--- src/rtl/mem_bus_responder.sv ---
// Memory-side responder for the processor address bus: serves one fetch, LDR or
// STR at a time with a fixed wait-state count and routes read data to its consumer.
module mem_bus_responder #(
    parameter int unsigned ADDR_W      = 16,
    parameter int unsigned DATA_W      = 32,
    parameter int unsigned WAIT_CYCLES = 2
) (
    input  logic              clk,
    input  logic              rst,
    input  logic              req_valid,
    output logic              req_ready,
    input  logic              req_is_data,
    input  logic              req_write,
    input  logic [ADDR_W-1:0] address_add_bus_in,
    input  logic [DATA_W-1:0] req_wdata,
    output logic [ADDR_W-1:0] mem_addr,
    output logic [DATA_W-1:0] mem_wdata,
    output logic              mem_re,
    output logic              mem_we,
    input  logic [DATA_W-1:0] mem_rdata,
    output logic [DATA_W-1:0] instr_out,
    output logic              instr_valid,
    output logic [DATA_W-1:0] ldr_data,
    output logic              ldr_valid,
    output logic              str_done,
    output logic              busy
);

    localparam int unsigned CNT_W = (WAIT_CYCLES > 0) ? $clog2(WAIT_CYCLES + 1) : 1;

    typedef enum logic [1:0] {
        ST_IDLE,
        ST_ACCESS,
        ST_RESPOND
    } state_t;

    typedef enum logic [1:0] {
        KIND_FETCH,
        KIND_LDR,
        KIND_STR
    } kind_t;

    state_t           state;
    kind_t            kind;
    kind_t            req_kind_c;
    logic [CNT_W-1:0] cnt;

    // A fetch never writes, whatever req_write says.
    always_comb begin
        req_kind_c = KIND_FETCH;
        if (req_is_data) begin
            req_kind_c = req_write ? KIND_STR : KIND_LDR;
        end
    end

    // Request FSM; strobes and response pulses are registered so reset clears them at once.
    always_ff @(posedge clk or posedge rst) begin
        if (rst) begin
            state       <= ST_IDLE;
            kind        <= KIND_FETCH;
            cnt         <= '0;
            mem_addr    <= '0;
            mem_wdata   <= '0;
            mem_re      <= 1'b0;
            mem_we      <= 1'b0;
            instr_out   <= '0;
            instr_valid <= 1'b0;
            ldr_data    <= '0;
            ldr_valid   <= 1'b0;
            str_done    <= 1'b0;
            busy        <= 1'b0;
            req_ready   <= 1'b1;
        end else begin
            instr_valid <= 1'b0;
            ldr_valid   <= 1'b0;
            str_done    <= 1'b0;
            case (state)
                ST_IDLE: begin
                    if (req_valid) begin
                        kind      <= req_kind_c;
                        mem_addr  <= address_add_bus_in;
                        mem_wdata <= req_wdata;
                        cnt       <= CNT_W'(WAIT_CYCLES);
                        mem_re    <= (req_kind_c != KIND_STR);
                        mem_we    <= (req_kind_c == KIND_STR);
                        req_ready <= 1'b0;
                        busy      <= 1'b1;
                        state     <= ST_ACCESS;
                    end
                end
                ST_ACCESS: begin
                    if (cnt == '0) begin
                        mem_re <= 1'b0;
                        mem_we <= 1'b0;
                        state  <= ST_RESPOND;
                        case (kind)
                            KIND_FETCH: begin
                                instr_out   <= mem_rdata;
                                instr_valid <= 1'b1;
                            end
                            KIND_LDR: begin
                                ldr_data  <= mem_rdata;
                                ldr_valid <= 1'b1;
                            end
                            default: str_done <= 1'b1;
                        endcase
                    end else begin
                        cnt <= cnt - CNT_W'(1);
                    end
                end
                ST_RESPOND: begin
                    req_ready <= 1'b1;
                    busy      <= 1'b0;
                    state     <= ST_IDLE;
                end
                default: begin
                    mem_re    <= 1'b0;
                    mem_we    <= 1'b0;
                    req_ready <= 1'b1;
                    busy      <= 1'b0;
                    state     <= ST_IDLE;
                end
            endcase
        end
    end

endmodule

--- config.mk ---
export PLATFORM = sky130hd
export DESIGN_NAME = mem_bus_responder
export DESIGN_NICKNAME = d
export VERILOG_FILES = /design/src/rtl/mem_bus_responder.sv
export SDC_FILE = /design/constraint.sdc
export NUM_CORES = 1
export LEC_CHECK = 0
export CAP_MARGIN = 15
export CORE_ASPECT_RATIO = 0.9
export CORE_MARGIN = 4
export CORE_UTILIZATION = 46
export CTS_CLUSTER_SIZE = 30
export DETAILED_ROUTE_END_ITERATION = 12
export PLACE_DENSITY = 0.94
export SYNTH_ARGS = -nofsm -noshare
export SYNTH_HDL_FRONTEND = slang
export SYNTH_SLANG_ARGS = --single-unit
--- constraint.sdc ---
create_clock -name clk -period 6.32 [get_ports clk]
set_input_delay 1.264 -clock clk [delete_from_list [all_inputs] [get_ports clk]]
set_output_delay 1.264 -clock clk [all_outputs]
set_load 0.005 [all_outputs]
Word-level counts from Yosys, hierarchy flattened
Index checks and enable logic that the tools add are counted.
Widths: inputs -> output; s select.
- output and inout port bits: 119
- bits in registers: 125
- input port bits: 85
- logic and storage cells: 63
- mux-type cells: 26
- bitwise operators: 2
- reductions and logical operators: 12
- eq/ne operators: 8
- $add $sub $neg: 1
- operators with widths (cell ; count):
    $mux 1 ; 14
    $mux 2 ; 6
    $reduce_and 3->1 ; 4
    $ne 2x2->1 const B ; 4
    $pmux 2 s2 ; 2
    $logic_not 2->1 ; 3
    $pmux 1 s3 ; 2
    $reduce_and 2->1 ; 3
    $eq 2x1->1 const B ; 2
    $eq 2x2->1 const B ; 2
    $pmux 1 s2 ; 2
    $not 1->1 ; 2
    $reduce_bool 2->1 ; 1
    $reduce_or 2->1 ; 1
    $sub 2x1->2 const B ; 1

Depth between registers and ports, before layout
Gate-level depths: netlist of run 1.
- depth after elaboration: 5
- gate-level depth with buffers: 7
- mapped depth without buffers: 5

Worst setup path after synthesis of run 1
No wires, ideal clock.
- path type: in2reg
- start point: in req_valid
- end point: reg mem_addr[10]
- library setup time: 0.117 ns
- required time: 6.203 ns
- stages: 5
- arrival time: 2.040 ns
- setup slack: 4.163 ns
- path buffers: 2
- cells stage by stage: or3b_1 > clkbuf_1 > clkbuf_1 > nand2_1 > nand2_1
- word-level cells in the longest chain between the ends: 1
- ends and longest elaborated chain (element ; line ; RTL):
    from (decl) ; 10 ; input logic req_valid,
    $reduce_and 2->1 (no source line) ; - ;
    to (signal assigned) ; 81 ; mem_addr <= address_add_bus_in;
    to (decl) ; 16 ; output logic [ADDR_W-1:0] mem_addr,
Every way passes these cells.
A chain may end at the register's enable or synchronous reset.

Worst setup path in the final report of run 1
- start point: in req_valid
- end point: reg mem_wdata[30]
- word-level cells in the longest chain between the ends: 1
- ends and longest elaborated chain (element ; line ; RTL):
    $reduce_and 2->1 (no source line) ; - ;
    to (signal assigned) ; 82 ; mem_wdata <= req_wdata;
    to (decl) ; 17 ; output logic [DATA_W-1:0] mem_wdata,
Every way passes these cells.

==> impl_metrics.tcl, run 1 <==
set metrics [dict create \
    cpPeakStageDelay_ns 0.74 \
    core_area_sq_um 10380 \
    syn_nets 482 \
    place_ws_ns 3.086 \
    drc 0 \
    dr.pass1.iters 4 \
    layout_common_cells "clkdlybuf4s50_1 (203), nand2_1 (149), dfrtp_1 (124)" \
    fin_crit_ns 2.860 \
    crit_required_ns 6.66 \
    synth.area.mux_share_pct 16.80 \
    htree_levels 4 \
    dp.cells 710 \
    yosysTopAreaCell "dfrtp_1" \
    drtIter0Drc 230 \
    yosysUniqueCellTypes 30 \
    rsz0062_at_grt "no" \
    fin_skew_ns 0.006196 \
    routed_wl_mm 12.66 \
    status "completed" \
    cts_resized 0 \
    r2r-start "cnt[0]$_DFFE_PP0P_" \
    grt_overflow_total 0 \
    synth-xor-area-share_pct 0 \
    holdCritPathClass "flop to flop" \
    timing.fmax_mhz 349.6 \
    yosys_warnings 0 \
    cp-startpoint "req_valid" \
    cts_buffers 17 \
    drive_above_1_share_pct 16.97 \
    hp-start "mem_wdata[23]$_DFFE_PP0P_" \
    synth.top_cell.area_share_pct 62.83 \
    critPathMaxFanout 30 \
    fin_setup_tns_ns 0 \
    antenna_cells 0 \
    cts_hold_buffers 0 \
    multi_input_area_sq_um 1624 \
    seq_area_sq_um 3129 \
    crit_top_cell "nand2_1" \
    cts_sinks 125 \
    power.leakage_uw 0.003536 \
    finalSetupViolations 0 \
    finalCritPeriodShare_pct 45.26 \
    critical_path_class "primary input to flop" \
    max_slew_margin_pct 28.89 \
    yosys.area_share.simple_pct 13.81 \
    dr_wl_met3_um 895 \
    antenna_found_initial 0 \
    synthCells 395 \
    die_h_um 106.3 \
    final_common_cell "clkdlybuf4s50_1" \
    hold_viol_final 0 \
    grtUsageTotal_pct 21.29 \
    crit_slowest_cell "nor3b_4" \
    dieArea_sq_um 12460 \
    fillers 664 \
    critPathArrivalTime_ns 3.20 \
    timing.rr.end "instr_out[30]$_DFFE_PP0P_" \
    worstSkewPairLatency_ns 0.40 \
    worst_slew_pin_slew_ns 1.067 \
    wl_met2_mm 6.435 \
    cp-endpoint "mem_wdata[30]$_DFFE_PP0P_" \
    cts_root_buffer "clkbuf_16" \
    wl_per_cell_um 17.06 \
    fp-row-count 35 \
    cp_cell_sequence "clkdlybuf4s50_1 > nor3b_4 > buf_4 > nand2_1 > nand2_1" \
    syn_avg_cell_area_sq_um 12.50 \
    end_kind "flop" \
    cts_tree "built" \
    clkTransAtPathRegs_ns 0.05 \
    ioPinCount 204 \
    ir_drop_uv 271.8 \
    syn_area_sq_um 4938 \
    initial_core_util_pct 47.58 \
    antenna_left 0 \
    place_hpwl_mm 8.778 \
    area_growth_pct 55.43 \
    grt_pass1_wl_mm 20.47 \
    ff2ff_setup_slack_ns 3.81 \
    drv_cap 0 \
    gp_congestion 0.7551 \
    timing.final.ws_setup_ns 3.460 \
    powerDensity_nw_per_um2 536.5 \
    grt_pass1_vias 4153 \
    viasPerCell 4.906 \
    synth-seq-cells 125 \
    cp-start-kind "primary input" \
    die_x_um 117.2 \
    r2r.worst_path.cells 5 \
    vias 3640 \
    synthAdderAreaFrac_pct 0.5067 \
    final_cell_count_no_fill 742 \
    ys_top_cells_by_area "dfrtp_1 (63%), nand2_1 (11%), mux2_4 (8.8%)" \
    cts_setup_buffers 0 \
    fin_nets 687 \
    cts_max_path_buffers 2 \
    highest_layer "met4" \
    synth_compound_area_share_pct 1.621 \
    total_power_uw 4118 \
    synth_top_family_by_area "multiplexers" \
    numPortBuffers 203 \
    wirelength_met1_mm 4.988 \
    seq_area_frac_synth_pct 63.36 \
    fin_util_pct 73.96 \
    grt_max_degree 72 \
    slew_viol_final 0 \
]
[report_power, final]
part           internal, uW  leakage (uW)  switching, uW
combinational          1030       0.00169            544
clock                   770      0.000333            333
sequential             1190       0.00151            251
total                  2990       0.00354           1130
[flip-flops by register name (all words and copies together) (netlist names), 2 cells and up]
signal     flops
instr_out     32
ldr_data      32
mem_wdata     32
mem_addr      16
cnt            2
kind           2
state          2
[cell type report]
| class | count | area share (%) |
|---|---|---|
| clock buffers | 21 | 6.129 |
| inverters | 6 | 0.3260 |
| flip-flops and latches | 125 | 40.77 |
| repair buffers | 206 | 26.76 |
| well taps | 129 | 2.103 |
| multi-input cells | 244 | 21.16 |
| clock inverters | 11 | 2.755 |
[synthesized netlist by cell type, drive strengths merged]
cell type  count
and3           1
o22ai          1
a21oi          2
a2bb2oi        1
dfstp          1
nand2        150
nor2           7
nor3b          1
a22oi          1
nor2b          2
nor4bb         1
ha             2
clkbuf         5
a32oi          1
o21ai          1
nor3           2
o2bb2ai        2
inv            6
nand3b         1
dfrtp        124
buf           15
a21o           1
a22o           1
mux2          64
or3b           1
and2b          1
[through the flow]
step                hold WS [ns]  instance area [sq um]
CTS                       0.4818                   7676
finish                    0.4779                   7676
floorplan                 0.4697                   4938
detailed placement        0.4620                   6994
global placement          0.4567                   6994
global route              0.5002                   7676
[kinds of logic after synthesis]
| kind of cell | count (synthesis) |
|---|---|
| buf+inv | 26 |
| mux | 64 |
| fa+ha+maj | 2 |
| flops | 125 |
| simple gates | 167 |
| compound gates | 11 |
[worst max-delay path, delay by kind of cell]
kind / cells / cell delay [ns]
buf+inv: 2 / 0.98
simple gates: 3 / 0.95
[worst min-delay path by stage]
stage                                 to  slack, ns  cells after the start
3_5_place_dp   mem_wdata[27]$_DFFE_PP0P_       0.46                      2
3_3_place_gp    mem_wdata[0]$_DFFE_PP0P_       0.46                      2
4_1_cts        mem_wdata[18]$_DFFE_PP0P_       0.48                      2
5_1_grt         mem_wdata[2]$_DFFE_PP0P_       0.50                      2
2_1_floorplan    mem_addr[0]$_DFFE_PP0P_       0.47                      2
6_report       mem_wdata[23]$_DFFE_PP0P_       0.48                      2
[per-layer routing]
layer  track usage, %  vias to the layer above
met5                0                        -
met4            9.009                        0
met3            7.513                       28
met2            36.11                      156
met1            24.06                     1772
li1                 -                     1684
(Power assumes the default switching activity.)
==> inputs of run 2 (changes only) <==
--- a/config.mk
+++ b/config.mk
@@ -8,10 +8,10 @@
 export CAP_MARGIN = 15
 export CORE_ASPECT_RATIO = 0.9
 export CORE_MARGIN = 4
-export CORE_UTILIZATION = 46
+export CORE_UTILIZATION = 43
 export CTS_CLUSTER_SIZE = 30
 export DETAILED_ROUTE_END_ITERATION = 12
-export PLACE_DENSITY = 0.94
+export PLACE_DENSITY = 0.89
 export SYNTH_ARGS = -nofsm -noshare
 export SYNTH_HDL_FRONTEND = slang
 export SYNTH_SLANG_ARGS = --single-unit
==> constraint.sdc (replaced) <==
create_clock -name clk -period 2.8 [get_ports clk]
set_input_delay 0.56 -clock clk [delete_from_list [all_inputs] [get_ports clk]]
set_output_delay 0.56 -clock clk [all_outputs]
set_load 0.005 [all_outputs]
==> run 2 against run 1 <==
  * Clock-buffer cell count decreased by 3
  * Clock skew is 0.0032 ns higher
  * Hold slack worse by 0.0045 ns
  * Critical path type is now flop to flop
==> impl_metrics.tcl, run 2 (synthesis gave the netlist of run 1 again) <==
set metrics [dict create \
    cpPeakStageDelay_ns 0.51 \
    fin_nets 691 \
    die_x_um 121.0 \
    vias 3660 \
    critPathMaxFanout 33 \
    holdCritPathClass "flop to flop" \
    cts_setup_buffers 0 \
    cts_max_path_buffers 2 \
    slew_viol_final 0 \
    rsz0062_at_grt "no" \
    finalSetupViolations 0 \
    dieArea_sq_um 13270 \
    status "completed" \
    timing.fmax_mhz 463.0 \
    design_area_sq_um 7676 \
    final_common_cell "clkdlybuf4s50_1" \
    drv_cap 0 \
    antenna_left 0 \
    ioPinCount 204 \
    core_area_sq_um 11040 \
    cts_sinks 125 \
    reg.largest.list "instr_out: 32 flops, ldr_data: 32 flops, mem_wdata: 32 flops" \
    drtIter0Drc 231 \
    fin_skew_ns 0.009416 \
    fin_setup_tns_ns 0 \
    cts_buffers 17 \
    finalCritPeriodShare_pct 77.14 \
    ir_drop_uv 640.4 \
    antenna_cells 0 \
    worst_slew_pin_slew_ns 0.8095 \
    grt_max_degree 66 \
    holdWs_ns 0.4734 \
    grt_pass1_vias 3866 \
    crit_slowest_cell "nand2_2" \
    end_kind "flop" \
    hold_viol_final 0 \
    antenna_found_initial 0 \
    dpl_cell_area_sq_um 7079 \
    viasPerCell 4.759 \
    worstSkewPairLatency_ns 0.40 \
    cp-start-kind "flop" \
    area_growth_pct 55.43 \
    fin_crit_ns 2.160 \
    numPortBuffers 203 \
    htree_levels 4 \
    cp_top_family "simple AND/OR/NAND/NOR gates" \
    fp-row-count 36 \
    dr.pass1.iters 5 \
    drc 0 \
    grt_pass1_wl_mm 20.79 \
    cts_hold_buffers 0 \
    place_hpwl_mm 9.607 \
    critical_path_class "flop to flop" \
    powerDensity_nw_per_um2 1181 \
    cts_tree "built" \
    routed_wl_mm 13.40 \
    critPathArrivalTime_ns 2.44 \
    ff2ff_setup_slack_ns 0.64 \
    grt_overflow_total 0 \
    wl_per_cell_um 17.42 \
    max_slew_margin_pct 45.84 \
    cts_resized 0 \
    cp_num_buf_inv 1 \
    grtUsageTotal_pct 20.30 \
    crit_required_ns 3.08 \
    power.leakage_uw 0.003500 \
    clkTransAtPathRegs_ns 0.06 \
    cts_root_buffer "clkbuf_16" \
    die_h_um 109.7 \
    drive_above_1_share_pct 17.67 \
    gp_congestion 0.7892 \
    layout_common_cells "clkdlybuf4s50_1 (203), nand2_1 (149), dfrtp_1 (124)" \
    cp_cell_sequence "inv_1 > ha_1 > nor4bb_4 > nand2_2 > mux2_2" \
    initial_core_util_pct 44.75 \
]
## run 2: cell type report
type	count	area, sq um
Clock buffer	18	439.2
Clock inverter	14	157.7
Fill cell	751	3359
Inverter	6	26.28
Multi-Input combinational cell	244	1624
Sequential cell	125	3129
Tap cell	152	190.2
Timing Repair Buffer	210	2110
## run 2: worst paths after layout
path                       cells after the start                   endpoint                 startpoint
hold / removal                                 2  mem_wdata[10]$_DFFE_PP0P_  mem_wdata[10]$_DFFE_PP0P_
setup / recovery                               5    ldr_data[2]$_DFFE_PP0P_         cnt[0]$_DFFE_PP0P_
setup reg to reg                               5    ldr_data[2]$_DFFE_PP0P_         cnt[0]$_DFFE_PP0P_
hold reg to reg                                2  mem_wdata[10]$_DFFE_PP0P_  mem_wdata[10]$_DFFE_PP0P_
max in group asynchronous                      3  instr_out[26]$_DFFE_PP0P_                        rst
min in group asynchronous                      3   mem_wdata[3]$_DFFE_PP0P_                        rst
## run 2: tightest hold or removal path, delay by kind of cell, from the launching register on
kind             cells  cell delay (ns)
and+or+nand+nor      2             0.10
DFF                  1             0.34
## run 2: per-layer routing
metal / wire length [um] / share of wire [%] / GRT usage [%]
met2: 6626 / 49 / 34.47
met4: 116 / 0.87 / 4.207
met5: 0 / 0 / 0
met3: 1228 / 9.2 / 8.282
met1: 5422 / 40 / 24.61
## run 2: report_power, final
part           switching [uW]  total, uW  internal [uW]
Combinational            1280       3610           2340
Clock                     843       2190           1350
Sequential                564       3260           2700
Total                    2680       9060           6380
## run 2: per-stage QoR
stage | utilization, % | total power, uW | instances | worst slack, ns
floorplan | - | 4692 | 395 | 0.7015
global placement | 64.15 | 6682 | 737 | 0.6619
detailed placement | 64.15 | 6909 | 737 | 0.6124
CTS | 69.56 | 9175 | 769 | 0.6247
global route | 69.56 | 9578 | 769 | 0.5107
finish | 69.56 | 9065 | 769 | 0.6400
==> inputs of run 3 (changes only) <==
==> constraint.sdc (replaced) <==
create_clock -name clk -period 2.3 [get_ports clk]
set_input_delay 0.46 -clock clk [delete_from_list [all_inputs] [get_ports clk]]
set_output_delay 0.46 -clock clk [all_outputs]
set_load 0.005 [all_outputs]
==> run 3 against run 2 <==
  * Clock power grew 23%
  * Fmax up 5.8%
  * Sequential power increased by 20%
  * Total power up 22%
  * Global-route usage shrank 0.065 points
  * Design area grew 0.73%
  * Die area stayed put
  * Clock-buffer cell count rose by 4
  * Final cell count increased by 0.65%
==> impl_metrics.tcl, run 3 (synthesis gave the netlist of run 1 again) <==
set metrics [dict create \
    status "completed" \
    clockPowerShare_pct 24.3 \
    rsz0062_at_grt "no" \
    timing.final.ws_setup_ns 0.2576 \
    layout_common_cells "clkdlybuf4s50_1 (203), nand2_1 (149), dfrtp_1 (124)" \
    clkTransAtPathRegs_ns 0.05 \
    worst_slew_pin_slew_ns 0.5107 \
    area_growth_pct 56.57 \
    cts_sinks 125 \
    multi_input_area_sq_um 1624 \
    dieArea_sq_um 13270 \
    cpPeakStageDelay_ns 0.39 \
    dpl_cell_area_sq_um 7129 \
    antenna_cells 0 \
    core_area_sq_um 11040 \
    power.leakage_uw 0.003540 \
    fillers 752 \
    slew_viol_final 0 \
    ioPinCount 204 \
    cts_root_buffer "clkbuf_16" \
    viasPerCell 4.780 \
    p_int_uw 7923 \
    timing.fmax_mhz 489.6 \
    worstSkewPairLatency_ns 0.41 \
    cp-start-kind "flop" \
    die_h_um 109.7 \
    dr.pass1.iters 4 \
    seq_area_sq_um 3129 \
    p_comb_share_pct 40.3 \
    antenna_found_initial 0 \
    numPortBuffers 203 \
    finalCritPeriodShare_pct 88.80 \
    total_power_uw 11080 \
    max_slew_margin_pct 65.95 \
    grt_overflow_total 0 \
    antenna_left 0 \
    drtIter0Drc 242 \
    end_kind "flop" \
    fin_nets 696 \
    final_common_cell "clkdlybuf4s50_1" \
    holdCritPathClass "flop to flop" \
    gp_congestion 0.7555 \
    drv_cap 0 \
    drc 0 \
    p_sw_uw 3153 \
    grt_pass1_vias 3906 \
    fp-row-count 36 \
    grt_max_degree 98 \
    reg.largest.list "instr_out: 32 flops, ldr_data: 32 flops, mem_wdata: 32 flops" \
    cts_max_path_buffers 2 \
    place_hpwl_mm 9.561 \
    cts_buffers 17 \
    netSwitchingFraction_pct 28.47 \
    htree_levels 4 \
    wl_per_cell_um 17.05 \
    routed_wl_mm 13.20 \
    cts_tree "built" \
    critical_path_class "flop to flop" \
    cts_resized 0 \
    critPathArrivalTime_ns 2.33 \
    fin_setup_tns_ns 0 \
    cp_cell_sequence "inv_1 > ha_1 > nor4bb_4 > and2b_2 > buf_4 > mux2_4" \
    die_x_um 121.0 \
    crit_slowest_cell "dfrtp_1" \
    grt_pass1_wl_mm 20.47 \
    crit_required_ns 2.59 \
    fin_skew_ns 0.01044 \
    drive_above_1_share_pct 17.85 \
    p_seq_share_pct 35.4 \
    critPathMaxFanout 8 \
    design_area_sq_um 7732 \
    grtUsageTotal_pct 20.24 \
    powerDensity_nw_per_um2 1432 \
    fin_crit_ns 2.042 \
    cts_hold_buffers 0 \
    ir_drop_uv 592.8 \
    hold_viol_final 0 \
    initial_core_util_pct 44.75 \
    place_ws_ns 0.2523 \
    holdWs_ns 0.4706 \
    vias 3700 \
    finalSetupViolations 0 \
    cts_setup_buffers 0 \
]
-- run 3: cell count changes in the layout (fill, tap and decap cells not counted), sizes merged --
| cell | previous run | this run |
|---|---|---|
| clkinvlp | 7 | 5 |
| bufinv | 2 | 3 |
| inv | 10 | 5 |
| clkbuf | 18 | 22 |
| clkinv | 1 | 3 |
| buf | 7 | 12 |
-- run 3: metrics by stage --
stage                     utilization, %  std cells
after CTS                          70.07        774
after global routing               70.07        774
after detailed placement           64.60        742
after global placement             64.60        742
final                              70.07        774
after floorplan                        -        395
-- run 3: power groups by stage --
stage          combinational (uW)  clock (uW)  sequential, uW
6_report                     4460        2690            3920
5_1_grt                      4820        2850            4040
4_1_cts                      4540        2750            3930
3_5_place_dp                 4490           0            3930
3_3_place_gp                 4300           0            3870
2_1_floorplan                1790           0            3930
-- run 3: area by class of cell --
cell class,instances,area share [%]
Tap cell,152,2.460
Inverter,6,0.3398
Clock inverter,10,1.796
Clock buffer,22,6.003
Sequential cell,125,40.47
Timing Repair Buffer,215,27.93
Multi-Input combinational cell,244,21.00
-- run 3: worst paths after layout --
path                       slack, ns  depth (start not counted)                        end                      start
setup / recovery                0.26                          6  instr_out[13]$_DFFE_PP0P_         cnt[0]$_DFFE_PP0P_
hold / removal                  0.47                          2  mem_wdata[15]$_DFFE_PP0P_  mem_wdata[15]$_DFFE_PP0P_
setup reg to reg                0.26                          6  instr_out[13]$_DFFE_PP0P_         cnt[0]$_DFFE_PP0P_
hold reg to reg                 0.47                          2  mem_wdata[15]$_DFFE_PP0P_  mem_wdata[15]$_DFFE_PP0P_
max in group asynchronous       1.33                          3      req_ready$_DFFE_PP1P_                        rst
min in group asynchronous       0.53                          3   mem_wdata[6]$_DFFE_PP0P_                        rst
-- run 3: layer usage --
layer  share of wire, %  track usage, %  wire length, um  vias up
met5                  0               0                0        -
met4                1.6           7.524              215        0
met3                9.3           7.767             1234       13
met2                 49           34.15             6491      169
met1                 40           23.63             5256     1805
li1                   -               -                -     1713
-- run 3: worst max-delay path: cells and delay by family (launching register included) --
family                     cells  cell delay [ns]
muxes                          1             0.32
adders and majority gates      1             0.20
and+or+nand+nor                2             0.66
buffers and inverters          2             0.35
DFF                            1             0.39
